$ cat src/rtl/pipe_stall_ctrl_if.sv
`default_nettype none
// ============================================================================
// Module   : pipe_stall_ctrl_if
// Purpose  : Bundle of stall requests from ID/EX and the stall bus and
//            status returned by the central stall controller.
// Revision : 1.0  initial release
// ============================================================================
interface pipe_stall_ctrl_if #(
    parameter int STALL_W = 6
);
    logic               stallreq_for_load;
    logic               stallreq_for_bru;
    logic               stallreq_for_ex;
    logic               div_ready;
    logic [STALL_W-1:0] stall;
    logic               busy;
    logic               div_timeout;
    logic [31:0]        stall_cnt;

    // Pipeline side: raises requests, obeys the stall bus
    modport master (
        output stallreq_for_load, stallreq_for_bru, stallreq_for_ex, div_ready,
        input  stall, busy, div_timeout, stall_cnt
    );

    // Controller side
    modport slave (
        input  stallreq_for_load, stallreq_for_bru, stallreq_for_ex, div_ready,
        output stall, busy, div_timeout, stall_cnt
    );
endinterface
`default_nettype wire

$ cat src/rtl/pipe_stall_ctrl.sv
`default_nettype none
// ============================================================================
// Module   : pipe_stall_ctrl
// Purpose  : Central stall controller for the five-stage core. Arbitrates
//            load-use, branch and divide stall requests, drives the shared
//            stall bus and keeps busy/timeout/stall-cycle status.
// Revision : 1.0  initial release
// ============================================================================
module pipe_stall_ctrl #(
    parameter int STALL_W      = 6,
    parameter int LOAD_BUBBLES = 1,
    parameter int DIV_CYCLES   = 33
) (
    input  wire logic        clk,
    input  wire logic        rst,
    pipe_stall_ctrl_if.slave bus
);

    localparam logic [1:0] c_ST_RUN  = 2'd0;
    localparam logic [1:0] c_ST_LOAD = 2'd1;
    localparam logic [1:0] c_ST_DIV  = 2'd2;

    localparam logic [STALL_W-1:0] c_STALL_NONE = '0;
    localparam logic [STALL_W-1:0] c_STALL_BRU  = STALL_W'(6'b000011);
    localparam logic [STALL_W-1:0] c_STALL_LOAD = STALL_W'(6'b000111);
    localparam logic [STALL_W-1:0] c_STALL_DIV  = STALL_W'(6'b001111);

    localparam logic [5:0] c_LOAD_INIT = 6'(LOAD_BUBBLES - 1);
    localparam logic [5:0] c_DIV_INIT  = 6'(DIV_CYCLES - 1);

    logic [1:0]         r_state;
    logic [5:0]         r_cnt;
    logic               r_ld_block;
    logic               r_busy;
    logic               r_div_timeout;
    logic [31:0]        r_stall_cnt;

    logic [STALL_W-1:0] w_stall;
    logic [1:0]         w_state_nxt;
    logic [5:0]         w_cnt_nxt;
    logic               w_ld_block_nxt;
    logic               w_timeout_set;

    // Zero-latency stall decode and next-state selection
    always_comb begin
        w_stall        = c_STALL_NONE;
        w_state_nxt    = r_state;
        w_cnt_nxt      = r_cnt;
        w_ld_block_nxt = r_ld_block;
        w_timeout_set  = 1'b0;
        case (r_state)
            c_ST_RUN: begin
                // The load mask lives for a single RUN cycle unless re-armed below
                w_ld_block_nxt = 1'b0;
                if (bus.stallreq_for_ex) begin
                    w_stall     = c_STALL_DIV;
                    w_state_nxt = c_ST_DIV;
                    w_cnt_nxt   = c_DIV_INIT;
                end else if (bus.stallreq_for_load && !r_ld_block) begin
                    w_stall = c_STALL_LOAD;
                    if (LOAD_BUBBLES == 1) begin
                        w_ld_block_nxt = 1'b1;
                    end else begin
                        w_state_nxt = c_ST_LOAD;
                        w_cnt_nxt   = c_LOAD_INIT;
                    end
                end else if (bus.stallreq_for_bru) begin
                    w_stall = c_STALL_BRU;
                end
            end
            c_ST_LOAD: begin
                w_stall = c_STALL_LOAD;
                if (r_cnt == 6'd1) begin
                    w_state_nxt    = c_ST_RUN;
                    w_ld_block_nxt = 1'b1;
                end else begin
                    w_cnt_nxt = r_cnt - 6'd1;
                end
            end
            c_ST_DIV: begin
                if (bus.div_ready) begin
                    w_state_nxt = c_ST_RUN;
                end else if (r_cnt == 6'd0) begin
                    w_state_nxt   = c_ST_RUN;
                    w_timeout_set = 1'b1;
                end else begin
                    w_stall   = c_STALL_DIV;
                    w_cnt_nxt = r_cnt - 6'd1;
                end
            end
            default: begin
                w_state_nxt = c_ST_RUN;
                w_cnt_nxt   = 6'd0;
            end
        endcase
        // The pipeline must never see a stall while reset is held
        if (rst) begin
            w_stall = c_STALL_NONE;
        end
    end

    // State, counters and registered status
    always_ff @(posedge clk or posedge rst) begin
        if (rst) begin
            r_state       <= c_ST_RUN;
            r_cnt         <= 6'd0;
            r_ld_block    <= 1'b0;
            r_busy        <= 1'b0;
            r_div_timeout <= 1'b0;
            r_stall_cnt   <= 32'd0;
        end else begin
            r_state    <= w_state_nxt;
            r_cnt      <= w_cnt_nxt;
            r_ld_block <= w_ld_block_nxt;
            r_busy     <= (w_state_nxt != c_ST_RUN);
            if (w_timeout_set) begin
                r_div_timeout <= 1'b1;
            end
            if ((w_stall != c_STALL_NONE) && (r_stall_cnt != 32'hFFFF_FFFF)) begin
                r_stall_cnt <= r_stall_cnt + 32'd1;
            end
        end
    end

    assign bus.stall       = w_stall;
    assign bus.busy        = r_busy;
    assign bus.div_timeout = r_div_timeout;
    assign bus.stall_cnt   = r_stall_cnt;

endmodule
`default_nettype wire

$ cat src/flat_wrapper.sv
// flat-port wrapper written by rule: the top's interface ports become plain ports
module pipe_stall_ctrl_flat 
#(
    parameter int STALL_W      = 6,
    parameter int LOAD_BUBBLES = 1,
    parameter int DIV_CYCLES   = 33
)
  (clk, rst, bus_stallreq_for_load, bus_stallreq_for_bru, bus_stallreq_for_ex, bus_div_ready, bus_stall, bus_busy, bus_div_timeout, bus_stall_cnt);
  pipe_stall_ctrl_if #(.STALL_W(STALL_W)) bus_i ();
  input  wire logic clk;
  input  wire logic rst;
  input wire logic [$bits(bus_i.stallreq_for_load)-1:0] bus_stallreq_for_load;
  input wire logic [$bits(bus_i.stallreq_for_bru)-1:0] bus_stallreq_for_bru;
  input wire logic [$bits(bus_i.stallreq_for_ex)-1:0] bus_stallreq_for_ex;
  input wire logic [$bits(bus_i.div_ready)-1:0] bus_div_ready;
  output wire logic [$bits(bus_i.stall)-1:0] bus_stall;
  output wire logic [$bits(bus_i.busy)-1:0] bus_busy;
  output wire logic [$bits(bus_i.div_timeout)-1:0] bus_div_timeout;
  output wire logic [$bits(bus_i.stall_cnt)-1:0] bus_stall_cnt;
  assign bus_i.stallreq_for_load = bus_stallreq_for_load;
  assign bus_i.stallreq_for_bru = bus_stallreq_for_bru;
  assign bus_i.stallreq_for_ex = bus_stallreq_for_ex;
  assign bus_i.div_ready = bus_div_ready;
  assign bus_stall = bus_i.stall;
  assign bus_busy = bus_i.busy;
  assign bus_div_timeout = bus_i.div_timeout;
  assign bus_stall_cnt = bus_i.stall_cnt;
  pipe_stall_ctrl #(.STALL_W(STALL_W), .LOAD_BUBBLES(LOAD_BUBBLES), .DIV_CYCLES(DIV_CYCLES)) u_core (.clk(clk), .rst(rst), .bus(bus_i));
endmodule
$ cat config.mk
export PLATFORM = sky130hd
export DESIGN_NAME = pipe_stall_ctrl_flat
export DESIGN_NICKNAME = d
export VERILOG_FILES = /design/src/rtl/pipe_stall_ctrl_if.sv /design/src/rtl/pipe_stall_ctrl.sv /design/src/flat_wrapper.sv
export SDC_FILE = /design/constraint.sdc
export NUM_CORES = 1
export LEC_CHECK = 0
export CAP_MARGIN = 5
export CORE_MARGIN = 2
export CORE_UTILIZATION = 55
export CTS_CLUSTER_DIAMETER = 60
export CTS_CLUSTER_SIZE = 8
export DETAILED_ROUTE_END_ITERATION = 10
export PLACE_DENSITY_LB_ADDON = 0.05
export SYNTH_ARGS = -nofsm -noshare
export SYNTH_HDL_FRONTEND = slang
export SYNTH_SLANG_ARGS = --single-unit
$ cat constraint.sdc
create_clock -name clk -period 4 [get_ports clk]
set_input_delay 0.6 -clock clk [delete_from_list [all_inputs] [get_ports clk]]
set_output_delay 0.6 -clock clk [all_outputs]
set_load 0.02 [all_outputs]
### Word-level counts from Yosys, hierarchy flattened

Cells that the tools add are included.

| word-level totals | value |
|---|---|
| logic and storage cells | 51 |
| RAM bits | 0 |
| memories kept | 0 |
| ROM bits | 0 |
| output and inout port bits | 40 |
| flip-flop bits (word level) | 43 |
| bits in latches | 0 |
| input port bits | 6 |

| operators by class | value |
|---|---|
| shifts and indexed selects | 0 |
| muxes and demuxes | 24 |
| equal/unequal tests | 9 |
| add/subtract/negate cells | 2 |
| order comparisons | 0 |
| divide/modulo/power cells | 0 |
| $mul | 0 |
| reduce and logical (&&, ||, !) cells | 10 |
| bitwise gates (word level) | 0 |

Operators with widths:

| kind | count |
|---|---|
| 6-bit two-way mux | 8 |
| 6-bit case mux with 3 select lines | 2 |
| 32-bit by 1-bit adder with 32-bit output (second input constant) | 1 |
| 32-bit != test (second input constant) | 1 |
| 2-bit two-way mux | 5 |
| 2-bit != test (second input constant) | 4 |
| 6-bit by 1-bit equality test with 1-bit output (second input constant) | 1 |
| 6-bit zero test | 1 |
| 1-bit two-way mux | 6 |
| 2-bit case mux with 3 select lines | 1 |
| 6-bit nonzero test | 1 |
| 6-bit by 1-bit subtractor with 6-bit output (second input constant) | 1 |
| 4-bit two-way mux | 1 |
| 4-bit AND reduction | 1 |
| 2-bit nonzero test | 2 |
| 2-bit by 1-bit equality test with 1-bit output (second input constant) | 1 |
| 2-bit equality test (second input constant) | 1 |
| 1-bit logical AND | 2 |
| 2-bit zero test | 1 |
| 2-bit by 1-bit != test with 1-bit output (second input constant) | 1 |
| 1-bit case mux with 2 select lines | 1 |
| 2-bit AND reduction | 1 |
| 1-bit zero test | 1 |

### Logic depth before layout (Yosys ltp)

Gate-level depths: netlist (run 1).

| depth | value |
|---|---|
| word-level depth | 8 |
| depth in mapped cells | 8 |
| depth with buffers taken out | 8 |

### Worst setup path after synthesis (run 1)

Ideal clock, no wire load.

| path | value |
|---|---|
| kind | input port to output port |
| start point | input port bus_stallreq_for_load |
| end point | output port bus_stall[1] |
| arrival time | 1768 ps |
| cell stages on the path | 5 |
| buffers on the path | 1 |
| slack | 1632 ps |
| required time | 3400 ps |
| path through | nor2b_1 -> o31a_1 -> o31ai_4 -> inv_1 -> buf_4 |

| on the way | value |
|---|---|
| cells in the longest elaborated chain, start to end | 5 |

RTL lines:

| what | RTL line | source |
|---|---|---|
| start: declaration | flat_wrapper.sv:12 | `input wire logic [$bits(bus_i.stallreq_for_load)-1:0] bus_stallreq_for_load;` |
| 1-bit logical AND | pipe_stall_ctrl.sv:59 | `end else if (bus.stallreq_for_load && !r_ld_block) begin` |
| 6-bit two-way mux | pipe_stall_ctrl.sv:59 |  |
| 6-bit two-way mux | pipe_stall_ctrl.sv:55 | `if (bus.stallreq_for_ex) begin` |
| 6-bit case mux with 3 select lines | pipe_stall_ctrl.sv:51 | `case (r_state)` |
| 6-bit two-way mux | pipe_stall_ctrl.sv:97 | `if (rst) begin` |
| end: declaration | flat_wrapper.sv:16 | `output wire logic [$bits(bus_i.stall)-1:0] bus_stall;` |

No other way between the ends.

### Worst setup path in the final report (run 1)

| path | value |
|---|---|
| start point | input port bus_stallreq_for_ex |
| end point | output port bus_stall[0] |

| on the way | value |
|---|---|
| cells in the longest elaborated chain, start to end | 3 |

RTL lines:

| what | RTL line | source |
|---|---|---|
| start: declaration | flat_wrapper.sv:14 | `input wire logic [$bits(bus_i.stallreq_for_ex)-1:0] bus_stallreq_for_ex;` |
| 6-bit two-way mux | pipe_stall_ctrl.sv:55 |  |
| 6-bit case mux with 3 select lines | pipe_stall_ctrl.sv:51 |  |
| 6-bit two-way mux | pipe_stall_ctrl.sv:97 |  |

No other way between the ends.

==> qor.csv, run 1 <==
stage;metric;value;unit
cts;clockBufferDepth;2;
worst_hold_path;hold_path.class;flip-flop to flip-flop;
die;die_area;4989;um2
power_and_ir_drop;cellLeakagePower;1.280;nW
sta;fin_skew;0.004355;ns
finish;final_nets;300;
setup_path;cp-start-kind;primary input;
worst_hold_path;hp-start;u_core.bus.div_timeout;
sta;timing.hold.ws;0.4907;ns
die;die_y;70.64;um
worst_hold_path;min_delay_path_depth;1;
setup_path;rr_endpoint;u_core.bus.stall_cnt[18];
global_routing;track_usage;0.2261;
finish;mostFrequentLayoutCells;43 x clkdlybuf4s50_1, 43 x dfrtp_1, 20 x nand2_1;
synthesis;synth_cells;240;
synthesis;synth_fa_ha_area_frac;0.04098;
setup_path;critPathCaptureType;primary output;
synthesis;synth_edf_count;0;
die;initial_utilization;0.5648;
synthesis;synth_top_area_frac;0.4406;
cts;insertion_delay;0.29;ns
cts;cts_buffers;5;
global_routing;grt_pass1_wl;9121;um
synthesis;synth-main-ff-cell;dfrtp_1;
die;fp.dieW;70.64;um
finish;stdcell_count;337;
synthesis;synth-seq-cells;43;
synthesis;synth_compound_area_frac;0.1107;
routing;top_layer_used;met4;
placement;hpwlAfterDp;3950;um
sta;finalCritPeriodShare;0.7844;
sta;rsz0062_at_grt;no;
routing;wl;5200;um
synthesis;synth-xor-area-share;0.1076;
job;maxCapViolCount;0;
finish;areaGrowthSynthToFinish;22.03;%
global_routing;first_global_vias;1966;
synthesis;netlist_area;2442;um2
synthesis;synth_top_family_by_area;simple AND/OR/NAND/NOR gates;
global_routing;grt_max_degree;33;
sta;finalCriticalPeriod;3.137;ns
die;core_area;4324;um2
setup_path;cp_max_fo;8;
routing;vias_per_cell;5.861;
cts;cts_hold_buf;0;
routing;wl_met1;2158;um
synthesis;ys_warn_count;0;
routing;drtIter0Drc;161;
finish;fin_area;2980;um2
synthesis;yosys.area_share.simple;0.2602;
routing;wl_met3;203;um
sta;setup_viol;0;
global_routing;gr-total-overflow;0;
cts;cts-resized-gates;0;
placement;port_buffers;43;
synthesis;yosysTopAreaCell;dfrtp_1;
routing;wl_per_cell;15.43;um
power_and_ir_drop;peakVddDrop;0.0003330;V
global_routing;antenna_found_initial;0;
synthesis;syn_area_per_cell;10.18;um2
setup_path;crit_type;primary input to primary output;
setup_path;cp.required;3.40;ns
routing;drtPass1Iterations;4;
cts;cts.sinks;43;
placement;postPlaceCellArea;2908;um2
synthesis;synth-async-reset-ratio;1.000;
synthesis;synth.area.top_cells;dfrtp_1 44%, xor2_1 5.7%, xnor2_1 5.0%, ha_1 4.1%, nand4_1 3.8%;
routing;wl_met2;2797;um
finish;antenna_cells;0;
placement;gp_congestion;0.8524;
setup_path;r2r_start;u_core.r_cnt[3];
sta;finalSetupTns;0;ns
synthesis;ys_types;50;
die;io_pins;46;
setup_path;r2r.worst_path.cells;5;
cts;cts-root-buf;clkbuf_8;
sta;tightest_slew;0.7861;ns
routing;num_vias;1975;
sta;slew_headroom;0.4736;
die;placementRows;24;
cts;tritoncts;built;
setup_path;cp.arrival;2.54;ns
synthesis;seq_area_frac_synth;0.4406;
run_status;outcome;finished clean;
routing;drc;0;
sta;drv_slew;0;
routing;drt.antenna.violating_nets;0;
cts;clkTransAtPathRegs;0.07;ns
setup_path;r2r_setup_slack;1.85;ns
sta;hold_violations;0;
cts;postCtsSetupBuffers;0;
placement;dp_cells;331;
cts;htreeDepth;2;
finish;layout-drive-gt1-share;0.08070;
sta;max_freq;318.7;MHz
power_and_ir_drop;p_per_area;479.6;nW/um2
worst_hold_path;hold_end;u_core.bus.div_timeout;
synthesis;muxShareOfSynthArea;0.006148;
==> per-layer routing <==
layer,up-vias,track usage
li1,948,-
met1,974,0.2851
met2,47,0.4067
met3,6,0.04416
met4,0,0.04612
met5,-,0
==> Yosys cell counts (2+ instances only) <==
cell type / n
nor2b_1: 2
o31ai_1: 2
a21oi_1: 9
nand4_1: 15
and4_1: 3
nor3_1: 16
nand2b_1: 5
xor2_1: 16
nand2_1: 20
nor4_2: 2
xnor2_1: 14
a31oi_1: 2
buf_4: 3
a21oi_2: 2
clkbuf_1: 2
dfrtp_1: 43
and2_1: 2
o21ai_0: 6
nand3_1: 12
ha_1: 8
and3_1: 6
inv_1: 10
or2_2: 2
nor2_1: 11
or4_1: 2
==> cell type report <==
class	instances	area, um2
sequential	43	1076
inverter	10	37.54
fill	364	1344
tap	52	65.06
timing repair buffer	44	437.9
multi-input combinational	182	1291
clock buffer	6	72.57
==> worst max-delay path: stages <==
cell	delay [ns]
clkdlybuf4s50_1	0.47
o31a_1	0.41
o31ai_4	0.36
inv_1	0.13
clkdlybuf4s50_1	0.56
==> cells by family (layout without fill, tap and decap cells) <==
kind of cell,after synthesis,after routing
XOR/XNOR,30,30
adder cells (fa/ha/maj),8,8
AND/OR/NAND/NOR,108,108
buffers and inverters,16,60
flip-flops,43,43
AO/OA/AOI/OAI,33,33
multiplexers,1,1
other,1,2
==> how the worst max path moves through the flow <==
stage	start	to	slack [ns]	depth (start not counted)
after global placement	bus_stallreq_for_load	bus_stall[1]	0.89	6
after CTS	bus_stallreq_for_ex	bus_stall[0]	0.86	5
after detailed placement	bus_stallreq_for_load	bus_stall[0]	0.85	6
after floorplan	bus_stallreq_for_load	bus_stall[1]	1.63	5
after global routing	u_core.r_cnt[3]	bus_stall[1]	0.72	5
final	bus_stallreq_for_ex	bus_stall[0]	0.86	5
==> power by group <==
part / total (mW) / switching [mW] / internal, mW
Clock: 0.249 / 0.132 / 0.116
Combinational: 0.576 / 0.325 / 0.252
Sequential: 0.604 / 0.0957 / 0.509
==> per-stage QoR <==
| step | worst slack, ns | util | power [mW] |
|---|---|---|---|
| final | 0.8625 | 0.6892 | 1.429 |
| after global routing | 0.7199 | 0.6892 | 1.532 |
| after CTS | 0.8591 | 0.6892 | 1.446 |
| after detailed placement | 0.8536 | 0.6725 | 1.191 |
| after global placement | 0.8866 | 0.6725 | 1.178 |
| after floorplan | 1.632 | - | 1.003 |
==> sequential cells by signal, summed over array words and instances, names as in the netlist <==
name / count
u_core.bus.stall_cnt: 32
u_core.r_cnt: 6
u_core.r_state: 2
u_core.bus.busy: 1
u_core.bus.div_timeout: 1
u_core.r_ld_block: 1
(Power assumes the default switching activity.)
==> run 2: changes to the inputs <==
--- a/config.mk
+++ b/config.mk
@@ -7,7 +7,7 @@
 export LEC_CHECK = 0
 export CAP_MARGIN = 5
 export CORE_MARGIN = 2
-export CORE_UTILIZATION = 55
+export CORE_UTILIZATION = 52
 export CTS_CLUSTER_DIAMETER = 60
 export CTS_CLUSTER_SIZE = 8
 export DETAILED_ROUTE_END_ITERATION = 10
==> constraint.sdc (replaced) <==
create_clock -name clk -period 3.2 [get_ports clk]
set_input_delay 0.48 -clock clk [delete_from_list [all_inputs] [get_ports clk]]
set_output_delay 0.48 -clock clk [all_outputs]
set_load 0.02 [all_outputs]
==> qor.csv, run 2 (same netlist as run 1, synthesis figures left out) <==
stage;metric;value;unit
run_status;outcome;finished clean;
cts;clkTransAtPathRegs;0.08;ns
finish;final_nets;301;
finish;regArea;1076;um2
setup_path;cp_top_family;buffers and inverters;
setup_path;cp.required;2.72;ns
power_and_ir_drop;internal-power;1.188;mW
power_and_ir_drop;p_sw_frac;0.3779;
setup_path;crit_chain;ha_1, nor2_1, o31ai_4, inv_1, clkdlybuf4s50_1;
cts;insertion_delay;0.30;ns
finish;layout-drive-gt1-share;0.09375;
power_and_ir_drop;p_seq_frac;0.395;
power_and_ir_drop;peakVddDrop;0.0004568;V
finish;multi_input_area;1291;um2
finish;areaGrowthSynthToFinish;23.98;%
power_and_ir_drop;p_clk_frac;0.223;
sta;slew_headroom;0.4751;
routing;vias_per_cell;5.688;
cts;cts-root-buf;clkbuf_8;
global_routing;grt_use_met2;0.2990;
global_routing;use_met3;0.04306;
sta;max_freq;355.9;MHz
global_routing;use_met1;0.3229;
setup_path;cp.arrival;2.33;ns
setup_path;crit_type;flip-flop to primary output;
die;fp.dieW;72.54;um
finish;largest_reg_flops;32;
cts;cts-resized-gates;0;
sta;finalSetupTns;0;ns
setup_path;cp-start-kind;flip-flop;
sta;tightest_slew;0.7839;ns
global_routing;grt_pass1_wl;8666;um
setup_path;critPathMaxStageDelay;0.61;ns
power_and_ir_drop;switchingPower;722.0;uW
global_routing;busiest_layer;met1;
cts;htreeDepth;2;
cts;cts_hold_buf;0;
routing;drt.antenna.violating_nets;0;
routing;drc;0;
cts;tritoncts;built;
sta;fin_ws;0.3900;ns
sta;finalCriticalPeriod;2.810;ns
die;initial_utilization;0.5495;
cts;cts_buffers;5;
placement;port_buffers;43;
global_routing;track_usage;0.2111;
setup_path;r2r.worst_path.cells;5;
die;placementRows;24;
cts;postCtsSetupBuffers;0;
die;die_y;72.54;um
sta;setup_viol;0;
cts;clockBufferDepth;2;
finish;antenna_cells;0;
routing;wl_per_cell;15.09;um
global_routing;antenna_found_initial;0;
sta;fin_skew;0.003834;ns
setup_path;crit_slowest_cell;clkdlybuf4s50_1;
sta;hold_violations;0;
die;core_area;4444;um2
global_routing;grt_max_degree;41;
global_routing;first_global_vias;1799;
die;io_pins;46;
cts;cts.sinks;43;
sta;finalCritPeriodShare;0.8781;
power_and_ir_drop;p_per_area;631.0;nW/um2
routing;drtIter0Drc;102;
setup_path;r2r_setup_slack;1.04;ns
setup_path;cp_max_fo;8;
setup_path;cp.depth;5;
sta;timing.hold.ws;0.4257;ns
sta;rsz0062_at_grt;no;
finish;nFillCells;348;
placement;gp_congestion;0.8682;
finish;mostFrequentLayoutCells;43 x clkdlybuf4s50_1, 43 x dfrtp_1, 20 x nand2_1;
routing;num_vias;1934;
setup_path;path_buf_inv;2;
sta;drv_slew;0;
setup_path;critPathCaptureType;primary output;
worst_hold_path;hold_path.class;primary input to async pin;
placement;pre_cts_ws;0.4452;ns
power_and_ir_drop;comb_power_share;0.383;
power_and_ir_drop;cellLeakagePower;1.305;nW
placement;hpwlAfterDp;3669;um
job;maxCapViolCount;0;
die;die_area;5261;um2
routing;wl;5130;um
global_routing;gr-total-overflow;0;
routing;drtPass1Iterations;4;
## run 2: worst paths after layout
path / start / to
worst max-delay path: u_core.r_state[1] / bus_stall[1]
worst min-delay path: rst / u_core.bus.busy
worst max register to register: u_core.r_cnt[3] / u_core.r_cnt[2]
worst min register to register: u_core.bus.div_timeout / u_core.bus.div_timeout
max in group asynchronous: rst / u_core.r_cnt[2]
min in group clk: u_core.bus.div_timeout / u_core.bus.div_timeout
## run 2: layer usage
layer,part of all wire,vias up
li1,-,957
met1,0.52,925
met2,0.43,45
met3,0.039,7
met4,0.012,0
met5,0,-
## run 2: cell type report
type                            instances  area share
Timing Repair Buffer                   45      0.1471
Multi-Input combinational cell        182      0.4264
Inverter                               10     0.01240
Sequential cell                        43      0.3554
Tap cell                               52     0.02149
Clock buffer                            5     0.02273
Clock inverter                          3     0.01446
## run 2: worst reg2reg max path, delay by kind of cell (launching register included)
kind               cells  cell delay (ns)
AOI/OAI and AO/OA      3             1.03
DFF                    1             0.45
and+or+nand+nor        2             0.58
## run 2: stage by stage
step / total power [mW] / instance area [um2] / util / cells
floorplan: 1.253 / 2446 / - / 241
global route: 2.039 / 3028 / 0.6813 / 340
finish: 1.910 / 3028 / 0.6813 / 340
detailed placement: 1.489 / 2915 / 0.6560 / 332
CTS: 1.920 / 3028 / 0.6813 / 340
global placement: 1.474 / 2915 / 0.6560 / 332
## run 2: power by group through the flow
| stage | Clock, mW | Sequential [mW] | Combinational [mW] |
|---|---|---|---|
| after detailed placement | 0 | 0.763 | 0.726 |
| after CTS | 0.437 | 0.753 | 0.731 |
| after global placement | 0 | 0.758 | 0.715 |
| after floorplan | 0 | 0.799 | 0.455 |
| final | 0.425 | 0.754 | 0.731 |
| after global routing | 0.459 | 0.770 | 0.810 |
